$ cat config.mk
export PLATFORM = sky130hd
export DESIGN_NAME = alu_secuenciador_flat
export DESIGN_NICKNAME = d
export VERILOG_FILES = /design/src/rtl/alu_secuenciador_if.sv /design/src/rtl/alu_secuenciador.sv /design/src/flat_wrapper.sv
export SDC_FILE = /design/constraint.sdc
export NUM_CORES = 1
export LEC_CHECK = 0
export CAP_MARGIN = 20
export CELL_PAD_IN_SITES_DETAIL_PLACEMENT = 1
export CELL_PAD_IN_SITES_GLOBAL_PLACEMENT = 2
export CORE_MARGIN = 1
export CORE_UTILIZATION = 40
export DETAILED_ROUTE_END_ITERATION = 12
export PLACE_DENSITY = 0.83
export SETUP_SLACK_MARGIN = 0.02
export SKIP_CTS_REPAIR_TIMING = 1
export SKIP_LAST_GASP = 1
export SLEW_MARGIN = 20
export SYNTH_ARGS = -nofsm -noshare
export SYNTH_HDL_FRONTEND = slang
export SYNTH_SLANG_ARGS = --single-unit
$ cat constraint.sdc
create_clock -name clk -period 4.3 [get_ports clk]
set_input_delay 0.645 -clock clk [delete_from_list [all_inputs] [get_ports clk]]
set_output_delay 0.645 -clock clk [all_outputs]
set_load 0.03 [all_outputs]
$ cat src/rtl/alu_secuenciador_if.sv
`default_nettype none
// ============================================================================
// Module      : alu_secuenciador_if
// Description : Bus bundle between the sequencer and its peers: the
//               instruction ROM port, the combinational ALU port, and the
//               data-memory write port.
// Revision    : 1.0 - initial release
// ============================================================================
interface alu_secuenciador_if #(
  parameter int PC_W   = 8,
  parameter int DATA_W = 32
);
  logic [PC_W-1:0]   imem_addr;
  logic [15:0]       imem_data;
  logic [4:0]        alu_opcode;
  logic [DATA_W-1:0] alu_operando_a;
  logic [DATA_W-1:0] alu_operando_b;
  logic [DATA_W-1:0] alu_resultado;
  logic              alu_C;
  logic              alu_S;
  logic              alu_O;
  logic              alu_Z;
  logic              dmem_we;
  logic [7:0]        dmem_addr;
  logic [DATA_W-1:0] dmem_wdata;

  // Sequencer side
  modport master (
    output imem_addr, alu_opcode, alu_operando_a, alu_operando_b,
           dmem_we, dmem_addr, dmem_wdata,
    input  imem_data, alu_resultado, alu_C, alu_S, alu_O, alu_Z
  );

  // ROM / ALU / data-memory side
  modport slave (
    input  imem_addr, alu_opcode, alu_operando_a, alu_operando_b,
           dmem_we, dmem_addr, dmem_wdata,
    output imem_data, alu_resultado, alu_C, alu_S, alu_O, alu_Z
  );
endinterface
`default_nettype wire

$ cat src/rtl/alu_secuenciador.sv
`default_nettype none
// ============================================================================
// Module      : alu_secuenciador
// Description : Three-cycle (FETCH/DECODE/EXEC) instruction sequencer that
//               drives a combinational ALU, owns an 8-entry register file and
//               a {C,S,O,Z} flag register, resolves JMP/JZ and issues STR
//               writes to data memory.
// Revision    : 1.0 - initial release
// ============================================================================
module alu_secuenciador #(
  parameter int PC_W   = 8,
  parameter int DATA_W = 32
) (
  input  logic               clk,
  input  logic               rst_n,
  input  logic               start,
  output logic               busy,
  output logic               done,
  output logic               error,
  alu_secuenciador_if.master bus
);
  localparam logic [4:0] OP_NOP = 5'd0;
  localparam logic [4:0] OP_LD  = 5'd1;
  localparam logic [4:0] OP_ADD = 5'd2;
  localparam logic [4:0] OP_MUL = 5'd3;
  localparam logic [4:0] OP_JMP = 5'd4;
  localparam logic [4:0] OP_JZ  = 5'd5;
  localparam logic [4:0] OP_STR = 5'd6;

  typedef enum logic [2:0] {
    S_IDLE   = 3'd0,
    S_FETCH  = 3'd1,
    S_DECODE = 3'd2,
    S_EXEC   = 3'd3,
    S_DONE   = 3'd4
  } state_t;

  state_t            state_q;
  logic [PC_W-1:0]   pc_q;
  logic [15:0]       instr_q;
  logic [DATA_W-1:0] regs_q [8];
  logic [3:0]        flags_q;      // {C,S,O,Z}
  logic              busy_q, done_q, error_q;
  logic [PC_W-1:0]   imem_addr_q;
  logic [4:0]        alu_opcode_q;
  logic [DATA_W-1:0] alu_a_q, alu_b_q;
  logic              dmem_we_q;
  logic [7:0]        dmem_addr_q;
  logic [DATA_W-1:0] dmem_wdata_q;

  // Fields of the word arriving from the ROM (used in DECODE)
  logic [4:0]        dec_op;
  logic [2:0]        dec_rd, dec_rs;
  logic [7:0]        dec_imm;
  logic [DATA_W-1:0] dec_imm_sx, dec_imm_zx, dec_rd_zx;
  assign dec_op     = bus.imem_data[15:11];
  assign dec_rd     = bus.imem_data[10:8];
  assign dec_rs     = bus.imem_data[7:5];
  assign dec_imm    = bus.imem_data[7:0];
  assign dec_imm_sx = {{(DATA_W-8){dec_imm[7]}}, dec_imm};
  assign dec_imm_zx = {{(DATA_W-8){1'b0}}, dec_imm};
  assign dec_rd_zx  = {{(DATA_W-3){1'b0}}, dec_rd};

  // Fields of the latched instruction (used in EXEC)
  logic [4:0] ex_op;
  logic [2:0] ex_rd;
  logic [7:0] ex_addr;
  assign ex_op   = instr_q[15:11];
  assign ex_rd   = instr_q[10:8];
  assign ex_addr = instr_q[7:0];

  logic [PC_W-1:0] pc_d;
  logic            ex_known;
  logic            ex_halt;

  // Next pc, halt detection and opcode validity for the instruction in EXEC
  always_comb begin
    pc_d     = pc_q + PC_W'(1);
    ex_known = 1'b0;
    ex_halt  = 1'b0;
    case (ex_op)
      OP_NOP, OP_LD, OP_ADD, OP_MUL, OP_STR: ex_known = 1'b1;
      OP_JMP: begin
        ex_known = 1'b1;
        pc_d     = ex_addr[PC_W-1:0];
        ex_halt  = (ex_addr == 8'(pc_q));
      end
      OP_JZ: begin
        ex_known = 1'b1;
        // Branch on the committed Z flag, never on the live ALU output
        if (flags_q[0]) pc_d = ex_addr[PC_W-1:0];
      end
      default: ex_known = 1'b0;
    endcase
  end

  // Sequencer FSM, register file, flags and all registered outputs
  always_ff @(posedge clk) begin
    if (!rst_n) begin
      state_q      <= S_IDLE;
      pc_q         <= '0;
      instr_q      <= '0;
      flags_q      <= '0;
      for (int i = 0; i < 8; i++) regs_q[i] <= '0;
      busy_q       <= 1'b0;
      done_q       <= 1'b0;
      error_q      <= 1'b0;
      imem_addr_q  <= '0;
      alu_opcode_q <= '0;
      alu_a_q      <= '0;
      alu_b_q      <= '0;
      dmem_we_q    <= 1'b0;
      dmem_addr_q  <= '0;
      dmem_wdata_q <= '0;
    end else begin
      dmem_we_q <= 1'b0;
      case (state_q)
        S_IDLE, S_DONE: begin
          if (start) begin
            state_q     <= S_FETCH;
            pc_q        <= '0;
            imem_addr_q <= '0;
            busy_q      <= 1'b1;
            done_q      <= 1'b0;
            error_q     <= 1'b0;
          end
        end
        S_FETCH: state_q <= S_DECODE;
        S_DECODE: begin
          state_q      <= S_EXEC;
          instr_q      <= bus.imem_data;
          alu_opcode_q <= dec_op;
          alu_a_q      <= '0;
          alu_b_q      <= '0;
          case (dec_op)
            OP_LD: begin
              alu_a_q <= dec_rd_zx;
              alu_b_q <= dec_imm_sx;
            end
            OP_ADD, OP_MUL: begin
              alu_a_q <= regs_q[dec_rd];
              alu_b_q <= regs_q[dec_rs];
            end
            OP_STR: begin
              alu_a_q      <= regs_q[dec_rd];
              alu_b_q      <= dec_imm_zx;
              dmem_we_q    <= 1'b1;
              dmem_addr_q  <= dec_imm;
              dmem_wdata_q <= regs_q[dec_rd];
            end
            default: ;
          endcase
        end
        S_EXEC: begin
          if (ex_op == OP_LD || ex_op == OP_ADD || ex_op == OP_MUL) begin
            regs_q[ex_rd] <= bus.alu_resultado;
            flags_q       <= {bus.alu_C, bus.alu_S, bus.alu_O, bus.alu_Z};
          end
          if (!ex_known) begin
            state_q <= S_DONE;
            busy_q  <= 1'b0;
            done_q  <= 1'b1;
            error_q <= 1'b1;
          end else if (ex_halt) begin
            state_q <= S_DONE;
            busy_q  <= 1'b0;
            done_q  <= 1'b1;
          end else begin
            state_q     <= S_FETCH;
            pc_q        <= pc_d;
            imem_addr_q <= pc_d;
          end
        end
        default: state_q <= S_IDLE;
      endcase
    end
  end

  assign busy               = busy_q;
  assign done               = done_q;
  assign error              = error_q;
  assign bus.imem_addr      = imem_addr_q;
  assign bus.alu_opcode     = alu_opcode_q;
  assign bus.alu_operando_a = alu_a_q;
  assign bus.alu_operando_b = alu_b_q;
  // A reset arriving during a store's EXEC cycle must suppress the write
  // at that same edge, so the strobe is qualified by rst_n.
  assign bus.dmem_we        = dmem_we_q & rst_n;
  assign bus.dmem_addr      = dmem_addr_q;
  assign bus.dmem_wdata     = dmem_wdata_q;
endmodule
`default_nettype wire
$ cat src/flat_wrapper.sv
// flat-port wrapper written by rule: the top's interface ports become plain ports
module alu_secuenciador_flat 
#(
  parameter int PC_W   = 8,
  parameter int DATA_W = 32
)
  (clk, rst_n, start, busy, done, error, bus_imem_addr, bus_alu_opcode, bus_alu_operando_a, bus_alu_operando_b, bus_dmem_we, bus_dmem_addr, bus_dmem_wdata, bus_imem_data, bus_alu_resultado, bus_alu_C, bus_alu_S, bus_alu_O, bus_alu_Z);
  alu_secuenciador_if #(.PC_W(PC_W), .DATA_W(DATA_W)) bus_i ();
  input  logic clk;
  input  logic rst_n;
  input  logic start;
  output logic busy;
  output logic done;
  output logic error;
  output wire logic [$bits(bus_i.imem_addr)-1:0] bus_imem_addr;
  output wire logic [$bits(bus_i.alu_opcode)-1:0] bus_alu_opcode;
  output wire logic [$bits(bus_i.alu_operando_a)-1:0] bus_alu_operando_a;
  output wire logic [$bits(bus_i.alu_operando_b)-1:0] bus_alu_operando_b;
  output wire logic [$bits(bus_i.dmem_we)-1:0] bus_dmem_we;
  output wire logic [$bits(bus_i.dmem_addr)-1:0] bus_dmem_addr;
  output wire logic [$bits(bus_i.dmem_wdata)-1:0] bus_dmem_wdata;
  input wire logic [$bits(bus_i.imem_data)-1:0] bus_imem_data;
  input wire logic [$bits(bus_i.alu_resultado)-1:0] bus_alu_resultado;
  input wire logic [$bits(bus_i.alu_C)-1:0] bus_alu_C;
  input wire logic [$bits(bus_i.alu_S)-1:0] bus_alu_S;
  input wire logic [$bits(bus_i.alu_O)-1:0] bus_alu_O;
  input wire logic [$bits(bus_i.alu_Z)-1:0] bus_alu_Z;
  assign bus_imem_addr = bus_i.imem_addr;
  assign bus_alu_opcode = bus_i.alu_opcode;
  assign bus_alu_operando_a = bus_i.alu_operando_a;
  assign bus_alu_operando_b = bus_i.alu_operando_b;
  assign bus_dmem_we = bus_i.dmem_we;
  assign bus_dmem_addr = bus_i.dmem_addr;
  assign bus_dmem_wdata = bus_i.dmem_wdata;
  assign bus_i.imem_data = bus_imem_data;
  assign bus_i.alu_resultado = bus_alu_resultado;
  assign bus_i.alu_C = bus_alu_C;
  assign bus_i.alu_S = bus_alu_S;
  assign bus_i.alu_O = bus_alu_O;
  assign bus_i.alu_Z = bus_alu_Z;
  alu_secuenciador #(.PC_W(PC_W), .DATA_W(DATA_W)) u_core (.clk(clk), .rst_n(rst_n), .start(start), .busy(busy), .done(done), .error(error), .bus(bus_i));
endmodule
==> key figures, run 1 <==
Setup path
  – Buffers & Inverters on Critical Path: 1
  – Max incr delay on CP: 0.55 ns
  – Cell family with the largest share of critical-path delay: simple AND/OR/NAND/NOR gates
  – Crit path max fanout: 19
  – CP Launch Type: flop
  – Critical-path top delay cell: nand2b_2
  – CP Class: reg -> reg
  – Cells along the critical path: and3b_1 -> o211ai_4 -> nor3_4 -> nand2b_2 -> buf_4
  – Crit path capture type: flop
  – Worst Path Arrival: 3.03 ns
  – WP data required: 4.53 ns

Timing
  – Final period utilization: 65.1%
  – Setup TNS: 0 ns
  – Fin Clk Skew: 0.0186 ns
  – Worst-margin pin slew: 1.11 ns
  – Slew Limit Fails: 0
  – Max Fclk: 0.357 GHz
  – Final setup fails: 0
  – Normalized max-slew margin: 26.1%
  – RSZ-0062 raised after global routing: false
  – Final Hold Vio Count: 0
  – Final Critical Period: 2.80 ns
  – Setup WS post-layout: 1.50 ns

Global route
  – Grt ovf: 0
  – First-pass GRT wire length: 84500 um
  – Initial antenna violation count: 4
  – Total GRT Usage: 24.1%
  – Largest net degree at the start of global routing: 74
  – Vias in the first global route: 13100

Final layout
  – # fillers: 4673
  – Area grow syn2layout: 20.2%
  – Design Area, Final: 0.0226 sq mm
  – Most frequent cells in the layout: and2_1, edfxtp_1, clkdlybuf4s50_1, dfxtp_1, mux4_2
  – Commonest non-fill, non-tap cell in the layout: and2_1
  – Nets@finish: 1581
  – Fraction of layout cells with a size suffix above 1: 20.9%

Placement
  – Pre-CTS setup slack: 1.31 ns
  – Buffers on Ports: 172
  – Cell Area, Placed: 0.0212 sq mm
  – Final Wtd Congestion: 0.813
  – Dpl hpwl: 34600 um

CTS
  – Clk sinks: 392
  – Clk root buf: clkbuf_16
  – Worst-path clk slew: 0.06 ns
  – CTS tree: done
  – CTS Buf Count: 45
  – CTS H-Tree Depth: 2
  – Clk_lat worst skew: 0.58 ns
  – Max Buffers Root-to-Sink: 3

Detailed routing
  – Vias/cell: 5.67
  – Routed Antenna Nets: 0
  – Via count: 12300
  – Initial DRC count: 812
  – Avg WL per Cell: 26.3 um
  – Drt pass-1 iters: 5
  – DRC viols: 0
  – Wirelength, routed: 57100 um

Power
  – Clk pwr share: 40.2%
  – Gate power share: 13.3%
  – Leak: 7.94 nW
  – Cell Pwr Density: 409 mW/mm^2
  – Switching share of power: 26.1%
  – Psw: 2.41 mW
  – Seq pwr share: 46.5%
  – Internal cell power: 6.84 mW
  – Peak VDD IR: 0.331 mV

Logic synthesis
  – Mapped Area: 0.0188 sq mm
  – Mean post-synth cell area: 13.6 sq um
  – Synth Register Bits: 392
  – Seq/Total Area, Yosys: 55.4%
  – Syn Inst Count: 1384
  – Synth warn: 0
  – Mapped Nets: 1440
  – Number of distinct library cells after synthesis: 58
  – FFs w/ async S/R, synth: 0%
  – Top FF cell, synth: edfxtp_1
  – EDFF count, synth: 256

Die
  – Num rows: 79
  – Die height: 219 um
  – Chip width: 219 um
  – Num ports: 176
  – Core box area: 0.0465 sq mm
  – Die ar.: 0.0479 sq mm
  – Initial Utilization: 40.5%

Flow run
  – Max-Cap Viols: 0

Status
  – Outcome: complete, no violations

Worst hold path
  – Hold WC Path Type: reg -> reg
-- final cells by class --
cell class / instances / area [sq um] / share of cell area, %
diodes: 1 / 2.50 / 0.0111
clock buffers: 73 / 1330 / 5.87
clock inverters: 11 / 83.8 / 0.371
inverters: 4 / 17.5 / 0.0775
multi-input cells: 872 / 7900 / 34.9
flip-flops and latches: 392 / 10400 / 46.1
well taps: 607 / 759 / 3.36
repair buffers: 210 / 2110 / 9.32
-- worst paths after layout --
path / from / end / slack, ns / cells after the start
worst max register to register: u_core.state_q[0] / u_core.regs_q[6][1] / 1.50 / 5
worst min register to register: u_core.error / u_core.error / 0.48 / 1
worst max-delay path: u_core.state_q[0] / u_core.regs_q[6][1] / 1.50 / 5
worst min-delay path: u_core.error / u_core.error / 0.48 / 1
-- metrics by stage --
stage          total power, mW  hold WS, ns  utilization, %  std cells
5_1_grt                   9.54        0.492            48.7       2170
3_5_place_dp              5.60        0.466            45.6       2084
2_1_floorplan             5.09        0.458               -       1384
3_3_place_gp              5.56        0.465            45.6       2084
6_report                  9.25        0.480            48.7       2170
4_1_cts                   9.32        0.479            48.6       2168
-- routing by layer --
| layer | GRT usage, % | vias to the layer above | part of all wire (%) |
|---|---|---|---|
| met2 | 40.7 | 386 | 50 |
| li1 | - | 5431 | - |
| met4 | 6.69 | 4 | 1.6 |
| met5 | 0 | - | 0.051 |
| met3 | 4.30 | 65 | 5.5 |
| met1 | 31.9 | 6423 | 43 |
-- kinds of logic after synthesis --
| kind of cell | after synthesis | synth area share, % |
|---|---|---|
| flip-flops | 392 | 55.4 |
| AO/OA/AOI/OAI | 177 | 7.20 |
| adder cells (fa/ha/maj) | 1 | 0.0665 |
| multiplexers | 206 | 19.7 |
| XOR/XNOR | 15 | 0.699 |
| buffers and inverters | 120 | 3.09 |
| AND/OR/NAND/NOR | 473 | 13.9 |
-- worst register-to-register path, stage by stage (launching register included) --
cell and delay (ns):
dfxtp_1 0.53, and3b_1 0.44, o211ai_4 0.23, nor3_4 0.21, nand2b_2 0.55, buf_4 0.49
-- Yosys cell counts, types with 2 or more instances --
cell type  instances  area, sq um
and2_1           259         1620
edfxtp_1         256         7690
dfxtp_1          136         2720
mux4_2           128         2880
nor2_1            93          349
nand2_1           78          293
clkbuf_1          64          240
mux2i_1           48          480
a21oi_1           44          220
o21ai_0           42          210
a211oi_2          32          400
mux2_2            30          338
a2bb2oi_1         29          254
buf_2             21          105
buf_4             14          105
xnor2_1            8         70.1
a221oi_1           7         61.3
nand2b_1           7         43.8
xor2_1             7         61.3
buf_1              6         22.5
buf_6              6         67.6
nand3_1            6         30.0
clkbuf_2           5         25.0
a21o_1             4         30.0
nor3_1             4         20.0
o211ai_1           4         30.0
inv_1              3         11.3
nor3_2             3         30.0
a22o_1             2         17.5
a31oi_1            2         12.5
nand3b_1           2         15.0
nor2_2             2         12.5
nor3b_1            2         15.0
nor4_1             2         12.5
nor4_4             2         42.5
nor4b_1            2         17.5
o21ai_1            2         10.0
o221a_2            2         22.5
-- sequential cells by signal (all words and copies together), names as in the netlist, 3 cells and up --
name and cells:
u_core.bus.dmem_addr 8, u_core.bus.dmem_wdata 32, u_core.instr_q 11, u_core.bus.alu_operando_a 32
u_core.state_q 3, u_core.regs_q 256, u_core.bus.alu_operando_b 32, u_core.bus.imem_addr 8
u_core.bus.alu_opcode 5
-- power by group through the flow --
stage | clock network (mW) | registers, mW | logic [mW]
2_1_floorplan | 0 | 4.46 | 0.627
3_3_place_gp | 0 | 4.36 | 1.20
3_5_place_dp | 0 | 4.37 | 1.22
4_1_cts | 3.79 | 4.30 | 1.23
5_1_grt | 3.92 | 4.32 | 1.30
6_report | 3.72 | 4.30 | 1.23
Power figures use the tool's default switching activity.
==> inputs of run 2 (changes only) <==
--- a/config.mk
+++ b/config.mk
@@ -9,9 +9,9 @@
 export CELL_PAD_IN_SITES_DETAIL_PLACEMENT = 1
 export CELL_PAD_IN_SITES_GLOBAL_PLACEMENT = 2
 export CORE_MARGIN = 1
-export CORE_UTILIZATION = 40
+export CORE_UTILIZATION = 37
 export DETAILED_ROUTE_END_ITERATION = 12
-export PLACE_DENSITY = 0.83
+export PLACE_DENSITY = 0.81
 export SETUP_SLACK_MARGIN = 0.02
 export SKIP_CTS_REPAIR_TIMING = 1
 export SKIP_LAST_GASP = 1
==> constraint.sdc (replaced) <==
create_clock -name clk -period 2.3 [get_ports clk]
set_input_delay 0.345 -clock clk [delete_from_list [all_inputs] [get_ports clk]]
set_output_delay 0.345 -clock clk [all_outputs]
set_load 0.03 [all_outputs]
==> run 2 against run 1 <==
  * Routed wire length increased by 1.1%
  * Sequential share of layout area shrank 1.9 points
  * Sequential power up 87%
  * Clock-buffer cell count down 12
  * Total power grew 96%
  * Die area grew 8.0%
  * Global-route usage is 1.2 points lower
  * First-iteration DRC count is 1.4% higher
  * Hold slack got worse by 0.25 ns
  * Largest cell class unchanged
==> key figures, run 2 (synthesized netlist as in run 1, its figures left out) <==
Timing
  – Slew Limit Fails: 0 (unchanged)
  – Setup TNS: 0 ns (unchanged)
  – Max Fclk: 0.458 GHz
  – Final Critical Period: 2.18 ns
  – Final Hold Vio Count: 0 (unchanged)
  – Fin Clk Skew: 0.0250 ns (+0.00641 ns)
  – Final setup fails: 0 (unchanged)
  – Setup WS post-layout: 0.117 ns (-1.38 ns)
  – Normalized max-slew margin: 59.0% (+33 points)
  – Min Hold Slack: 0.230 ns (-0.250 ns)
  – Worst-margin pin slew: 0.615 ns (-0.490 ns)
  – RSZ-0062 raised after global routing: false
  – Final period utilization: 94.9%

Placement
  – Final Wtd Congestion: 0.780 (-4.0%)
  – Cell Area, Placed: 0.0220 sq mm (+3.9%)
  – Dpl hpwl: 37500 um (+8.5%)
  – # placed instances: 2212 (+6.1%)
  – Pre-CTS setup slack: 0.0584 ns (-1.25 ns)
  – Buffers on Ports: 172 (unchanged)

CTS
  – Clk root buf: clkbuf_16
  – Max Buffers Root-to-Sink: 3 (unchanged)
  – Clk_lat worst skew: 0.60 ns (+0.02 ns)
  – CTS H-Tree Depth: 2 (unchanged)
  – CTS Buf Count: 45 (unchanged)
  – CTS tree: done
  – Worst-path clk slew: 0.06 ns (about the same)
  – Clk sinks: 392 (unchanged)

Setup path
  – Reg2Reg Depth: 5 (unchanged)
  – Cells along the critical path: clkdlybuf4s50_1
  – Instance count on the critical path: 1 (-4)
  – Buffers & Inverters on Critical Path: 1 (unchanged)
  – Cell family with the largest share of critical-path delay: buffers and inverters
  – Worst r2r src: u_core.state_q[1]
  – Crit path capture type: output pin
  – Crit path to: bus_imem_addr[2]
  – CP Launch Type: flop
  – Critical-path top delay cell: clkdlybuf4s50_1
  – Worst Path Arrival: 1.84 ns (-1.19 ns)
  – WP data required: 1.96 ns (-2.57 ns)
  – R2R Setup Slk: 0.18 ns (-1.32 ns)
  – Max incr delay on CP: 0.76 ns (+0.21 ns)
  – Crit path max fanout: 7 (-12)
  – CP Class: reg -> out
  – Crit. Startpoint: u_core.bus.imem_addr[2]
  – Capturing point of the worst reg2reg path: u_core.regs_q[2][5]

Detailed routing
  – Drt pass-1 iters: 5 (unchanged)
  – Vias/cell: 5.43 (-4.3%)
  – Avg WL per Cell: 25.2 um (-4.5%)
  – Initial DRC count: 823 (+1.4%)
  – Wirelength, routed: 57700 um (+1.1%)
  – Via count: 12500 (+1.2%)
  – DRC viols: 0 (unchanged)
  – Routed Antenna Nets: 0 (unchanged)

Die
  – Num rows: 82 (+3.8%)
  – Chip width: 227 um (+3.9%)
  – Initial Utilization: 37.5% (-3.0 points)
  – Core box area: 0.0502 sq mm (+8.0%)
  – Die height: 227 um (+3.9%)
  – Die ar.: 0.0517 sq mm (+8.0%)
  – Num ports: 176 (unchanged)

Power
  – Internal cell power: 13.5 mW (+98%)
  – Seq pwr share: 44.2% (-2.3 points)
  – Final Total Pwr: 18.2 mW (+96%)
  – Peak VDD IR: 0.572 mV (+73%)
  – Cell Pwr Density: 769 mW/mm^2 (+88%)
  – Clk pwr share: 42.1% (+1.9 points)
  – Psw: 4.62 mW (+91%)
  – Switching share of power: 25.4% (-0.65 points)
  – Leak: 8.43 nW (+6.2%)
  – Gate power share: 13.7% (+0.4 points)

Global route
  – First-pass GRT wire length: 86100 um (+1.9%)
  – Largest net degree at the start of global routing: 70 (-5.4%)
  – Grt ovf: 0 (unchanged)
  – Vias in the first global route: 13500 (+2.8%)
  – Initial antenna violation count: 3 (-1)
  – Total GRT Usage: 22.9% (-1.2 points)

Final layout
  – Largest register FFs: 256 (unchanged)
  – Number of inserted diodes: 0 (-1)
  – Most frequent cells in the layout: and2_1, edfxtp_1, clkdlybuf4s50_1, dfxtp_1, mux4_2
  – Fraction of layout cells with a size suffix above 1: 24.4% (+3.5 points)
  – Commonest non-fill, non-tap cell in the layout: and2_1
  – Design Area, Final: 0.0236 sq mm (+4.4%)
  – Reg with most FFs: u_core.regs_q
  – # fillers: 4966 (+6.3%)
  – Area grow syn2layout: 25.5%
  – Nets@finish: 1643 (+3.9%)
  – Final Util: 47.0% (-1.6 points)
  – Non-Filler Instances: 2295 (+5.8%)

Status
  – Outcome: complete, no violations

Worst hold path
  – Hold WC Path Type: in -> reg

Flow run
  – Max-Cap Viols: 0 (unchanged)
## run 2: cell types whose count changed in the layout (fill, tap and decap cells not counted), sizes merged
cell	previous run	this run
bufinv	1	6
diode	1	0
clkinvlp	0	2
dlymetal6s2s	0	1
inv	6	4
buf	44	106
clkdlybuf4s50	166	165
clkinv	8	14
clkbuf	73	61
## run 2: how the worst min path moves through the flow
stage	startpoint	to	cells after the start
CTS	bus_imem_data[6]	u_core.instr_q[6]	3
detailed placement	u_core.instr_q[2]	u_core.instr_q[2]	2
finish	bus_imem_data[6]	u_core.instr_q[6]	3
floorplan	u_core.bus.alu_opcode[3]	u_core.bus.alu_opcode[3]	2
global route	bus_imem_data[6]	u_core.instr_q[6]	3
global placement	u_core.error	u_core.error	1
## run 2: cell type report
type / instances / area [sq um] / area share, %
clock buffer: 61 / 1310 / 5.56
timing repair buffer: 272 / 2840 / 12.0
multi-input combinational: 872 / 7900 / 33.5
clock inverter: 22 / 274 / 1.16
tap: 672 / 841 / 3.56
sequential: 392 / 10400 / 44.1
inverter: 4 / 17.5 / 0.0742
## run 2: power by group through the flow
stage          logic (mW)  clock network [mW]  registers, mW
6_report             2.48                7.65           8.02
5_1_grt              2.64                8.02           8.06
3_5_place_dp         2.49                   0           8.17
4_1_cts              2.51                7.79           8.02
2_1_floorplan        1.18                   0           8.33
3_3_place_gp         2.45                   0           8.14
## run 2: worst min-delay path, delay by kind of cell
family	cells	cell delay, ns
and+or+nand+nor	1	0.11
buffers and inverters	1	0.23
AOI/OAI and AO/OA	1	0.06
## run 2: layer usage
metal  wire length (um)  share of wire, %  vias up  GRT usage [%]
met5                 26             0.045        -              0
met4               1600               2.8        4           8.03
met3               2920               5.0       90           3.59
met2              28500                49      336           38.9
met1              24700                43     6465           29.7
li1                   -                 -     5557              -
==> inputs of run 3 (changes only) <==
--- a/config.mk
+++ b/config.mk
@@ -11,7 +11,7 @@
 export CORE_MARGIN = 1
 export CORE_UTILIZATION = 37
 export DETAILED_ROUTE_END_ITERATION = 12
-export PLACE_DENSITY = 0.81
+export PLACE_DENSITY_LB_ADDON = 0.25
 export SETUP_SLACK_MARGIN = 0.02
 export SKIP_CTS_REPAIR_TIMING = 1
 export SKIP_LAST_GASP = 1
==> run 3 against run 2 <==
  * Global-route usage is 0.55 points lower
  * Sequential share of layout area grew 0.27 points
  * Clock power down 8.0%
  * Critical path depth rose by 6
  * Register-to-register slack lost 0.08 ns
  * Total power is 3.5% lower
  * Critical endpoint is now u_core.regs_q[2][2]
  * Core utilization is 0.29 points lower
  * Via count fell by 0.64%
  * Clock skew grew 0.0032 ns
  * Non-clock buffer count increased by 2
  * Routed wire length is 2.0% lower
  * Maximum frequency decreased by 0.76%
==> key figures, run 3 (synthesized netlist as in run 1, its figures left out) <==
CTS
  – Clk_lat worst skew: 0.58 ns (-0.02 ns)
  – Max Buffers Root-to-Sink: 3 (unchanged)
  – CTS H-Tree Depth: 2 (unchanged)
  – CTS tree: done
  – Clk sinks: 392 (unchanged)
  – CTS Buf Count: 45 (unchanged)
  – Worst-path clk slew: 0.05 ns (about the same)
  – Clk root buf: clkbuf_16

Die
  – Core box area: 0.0502 sq mm (unchanged)
  – Chip width: 227 um (unchanged)
  – Initial Utilization: 37.5% (unchanged)
  – Num ports: 176 (unchanged)
  – Die height: 227 um (unchanged)
  – Num rows: 82 (unchanged)
  – Die ar.: 0.0517 sq mm (unchanged)

Power
  – Gate power share: 14.1% (+0.4 points)
  – Switching share of power: 25.8% (+0.39 points)
  – Peak VDD IR: 0.454 mV (-21%)
  – Internal cell power: 13.0 mW (-4.0%)
  – Psw: 4.52 mW (-2.0%)
  – Seq pwr share: 45.7% (+1.5 points)
  – Cell Pwr Density: 747 mW/mm^2 (-2.9%)
  – Leak: 8.38 nW (-0.60%)
  – Final Total Pwr: 17.5 mW (-3.5%)
  – Clk pwr share: 40.2% (-1.9 points)

Global route
  – Met2 GRT Util: 38.1% (-0.77 points)
  – Total GRT Usage: 22.4% (-0.55 points)
  – GRT busiest layer: met2
  – Largest net degree at the start of global routing: 60 (-14%)
  – First-pass GRT wire length: 84100 um (-2.4%)
  – Vias in the first global route: 13200 (-2.0%)
  – Initial antenna violation count: 1 (-2)
  – Met1 Track Usage GR: 29.2% (-0.53 points)
  – Grt ovf: 0 (unchanged)
  – M3 GR Usage: 3.79% (+0.21 points)

Setup path
  – Crit path capture type: flop
  – Capturing point of the worst reg2reg path: u_core.regs_q[2][2]
  – Instance count on the critical path: 7 (+6)
  – Worst Path Arrival: 2.45 ns (+0.61 ns)
  – Crit path to: u_core.regs_q[2][2]
  – Cells along the critical path: or2_1 -> nor2_2 -> o211ai_4 -> buf_4 -> nor3_4 -> nand2b_2 -> buf_12
  – WP data required: 2.55 ns (+0.59 ns)
  – Worst r2r src: u_core.bus.alu_opcode[4]
  – Reg2Reg Depth: 7 (+2)
  – R2R Setup Slk: 0.10 ns (-0.08 ns)
  – Buffers & Inverters on Critical Path: 2 (+1)
  – Critical-path top delay cell: dfxtp_1
  – Cell family with the largest share of critical-path delay: simple AND/OR/NAND/NOR gates
  – Crit. Startpoint: u_core.bus.alu_opcode[4]
  – CP Launch Type: flop
  – Crit path max fanout: 21 (+14)
  – CP Class: reg -> reg
  – Max incr delay on CP: 0.30 ns (-0.46 ns)

Detailed routing
  – Via count: 12400 (-0.64%)
  – Wirelength, routed: 56600 um (-2.0%)
  – Drt pass-1 iters: 5 (unchanged)
  – Avg WL per Cell: 24.6 um (-2.0%)
  – DRC viols: 0 (unchanged)
  – Vias/cell: 5.39 (-0.73%)
  – Initial DRC count: 869 (+5.6%)
  – Routed Antenna Nets: 0 (unchanged)

Timing
  – Fin Clk Skew: 0.0282 ns (+0.00322 ns)
  – Final period utilization: 95.6% (+0.73 points)
  – Final Hold Vio Count: 0 (unchanged)
  – Final setup fails: 0 (unchanged)
  – Slew Limit Fails: 0 (unchanged)
  – Max Fclk: 0.455 GHz (-0.76%)
  – Setup TNS: 0 ns (unchanged)
  – Final Critical Period: 2.20 ns (+0.0167 ns)
  – Worst-margin pin slew: 0.760 ns (+0.145 ns)
  – RSZ-0062 raised after global routing: false
  – Normalized max-slew margin: 49.3% (-9.7 points)

Placement
  – Final Wtd Congestion: 0.767 (-1.7%)
  – Buffers on Ports: 172 (unchanged)
  – Dpl hpwl: 37100 um (-1.2%)

Final layout
  – Nets@finish: 1645 (+0.12%)
  – Most frequent cells in the layout: and2_1, edfxtp_1, clkdlybuf4s50_1, dfxtp_1, mux4_2
  – # fillers: 5075 (+2.2%)
  – Number of inserted diodes: 0 (unchanged)
  – Reg with most FFs: u_core.regs_q
  – Largest register FFs: 256 (unchanged)
  – Commonest non-fill, non-tap cell in the layout: and2_1
  – Area grow syn2layout: 24.7%
  – Fraction of layout cells with a size suffix above 1: 24.0% (-0.40 points)

Worst hold path
  – Hold Path Cell Cnt: 3 (unchanged)
  – Hold WC Path Type: in -> reg

Flow run
  – Max-Cap Viols: 0 (unchanged)

Status
  – Outcome: complete, no violations
-- run 3: worst min path at each step --
| stage | startpoint | end | slack (ns) |
|---|---|---|---|
| 2_1_floorplan | u_core.bus.alu_opcode[3] | u_core.bus.alu_opcode[3] | 0.46 |
| 3_3_place_gp | u_core.bus.alu_operando_a[29] | u_core.bus.alu_operando_a[29] | 0.46 |
| 3_5_place_dp | u_core.bus.alu_operando_a[25] | u_core.bus.alu_operando_a[25] | 0.47 |
| 4_1_cts | rst_n | u_core.bus.alu_operando_b[8] | 0.20 |
| 5_1_grt | rst_n | u_core.bus.alu_operando_b[8] | 0.25 |
| 6_report | rst_n | u_core.bus.alu_operando_b[8] | 0.26 |
-- run 3: tightest hold or removal path, cell delays in order --
cell	delay, ns
buf_2	0.23
o21ai_0	0.13
a21oi_1	0.04
-- run 3: per-layer routing --
layer | routed length, um | vias up | part of all wire [%]
met5 | 0 | - | 0
met2 | 28000 | 293 | 49
li1 | - | 5562 | -
met1 | 24600 | 6428 | 44
met3 | 2660 | 89 | 4.7
met4 | 1270 | 0 | 2.2
-- run 3: per-stage QoR --
step                std cells  cell area (sq um)  utilization [%]  hold WS [ns]  setup slack (ns)
floorplan                1384              18800                -         0.458          -0.00406
global placement         2214              22000             43.9         0.463            0.0221
detailed placement       2214              22000             43.9         0.474           0.00495
CTS                      2297              23400             46.7         0.197           -0.0249
global route             2297              23500             46.7         0.252            0.0315
finish                   2297              23500             46.7         0.261             0.101
-- run 3: power by group through the flow --
stage               clock network (mW)  logic, mW  registers [mW]
floorplan                            0       1.18            8.33
detailed placement                   0       2.50            8.16
CTS                               7.22       2.51            8.01
global placement                     0       2.48            8.14
global route                      7.46       2.64            8.05
finish                            7.04       2.48            8.01
-- run 3: cell type report --
| cell class | count | area, sq um | share of cell area, % |
|---|---|---|---|
| sequential | 392 | 10400 | 44.4 |
| clock buffer | 61 | 1250 | 5.32 |
| clock inverter | 22 | 184 | 0.784 |
| tap | 672 | 841 | 3.59 |
| inverter | 4 | 17.5 | 0.0747 |
| multi-input combinational | 872 | 7890 | 33.7 |
| timing repair buffer | 274 | 2860 | 12.2 |
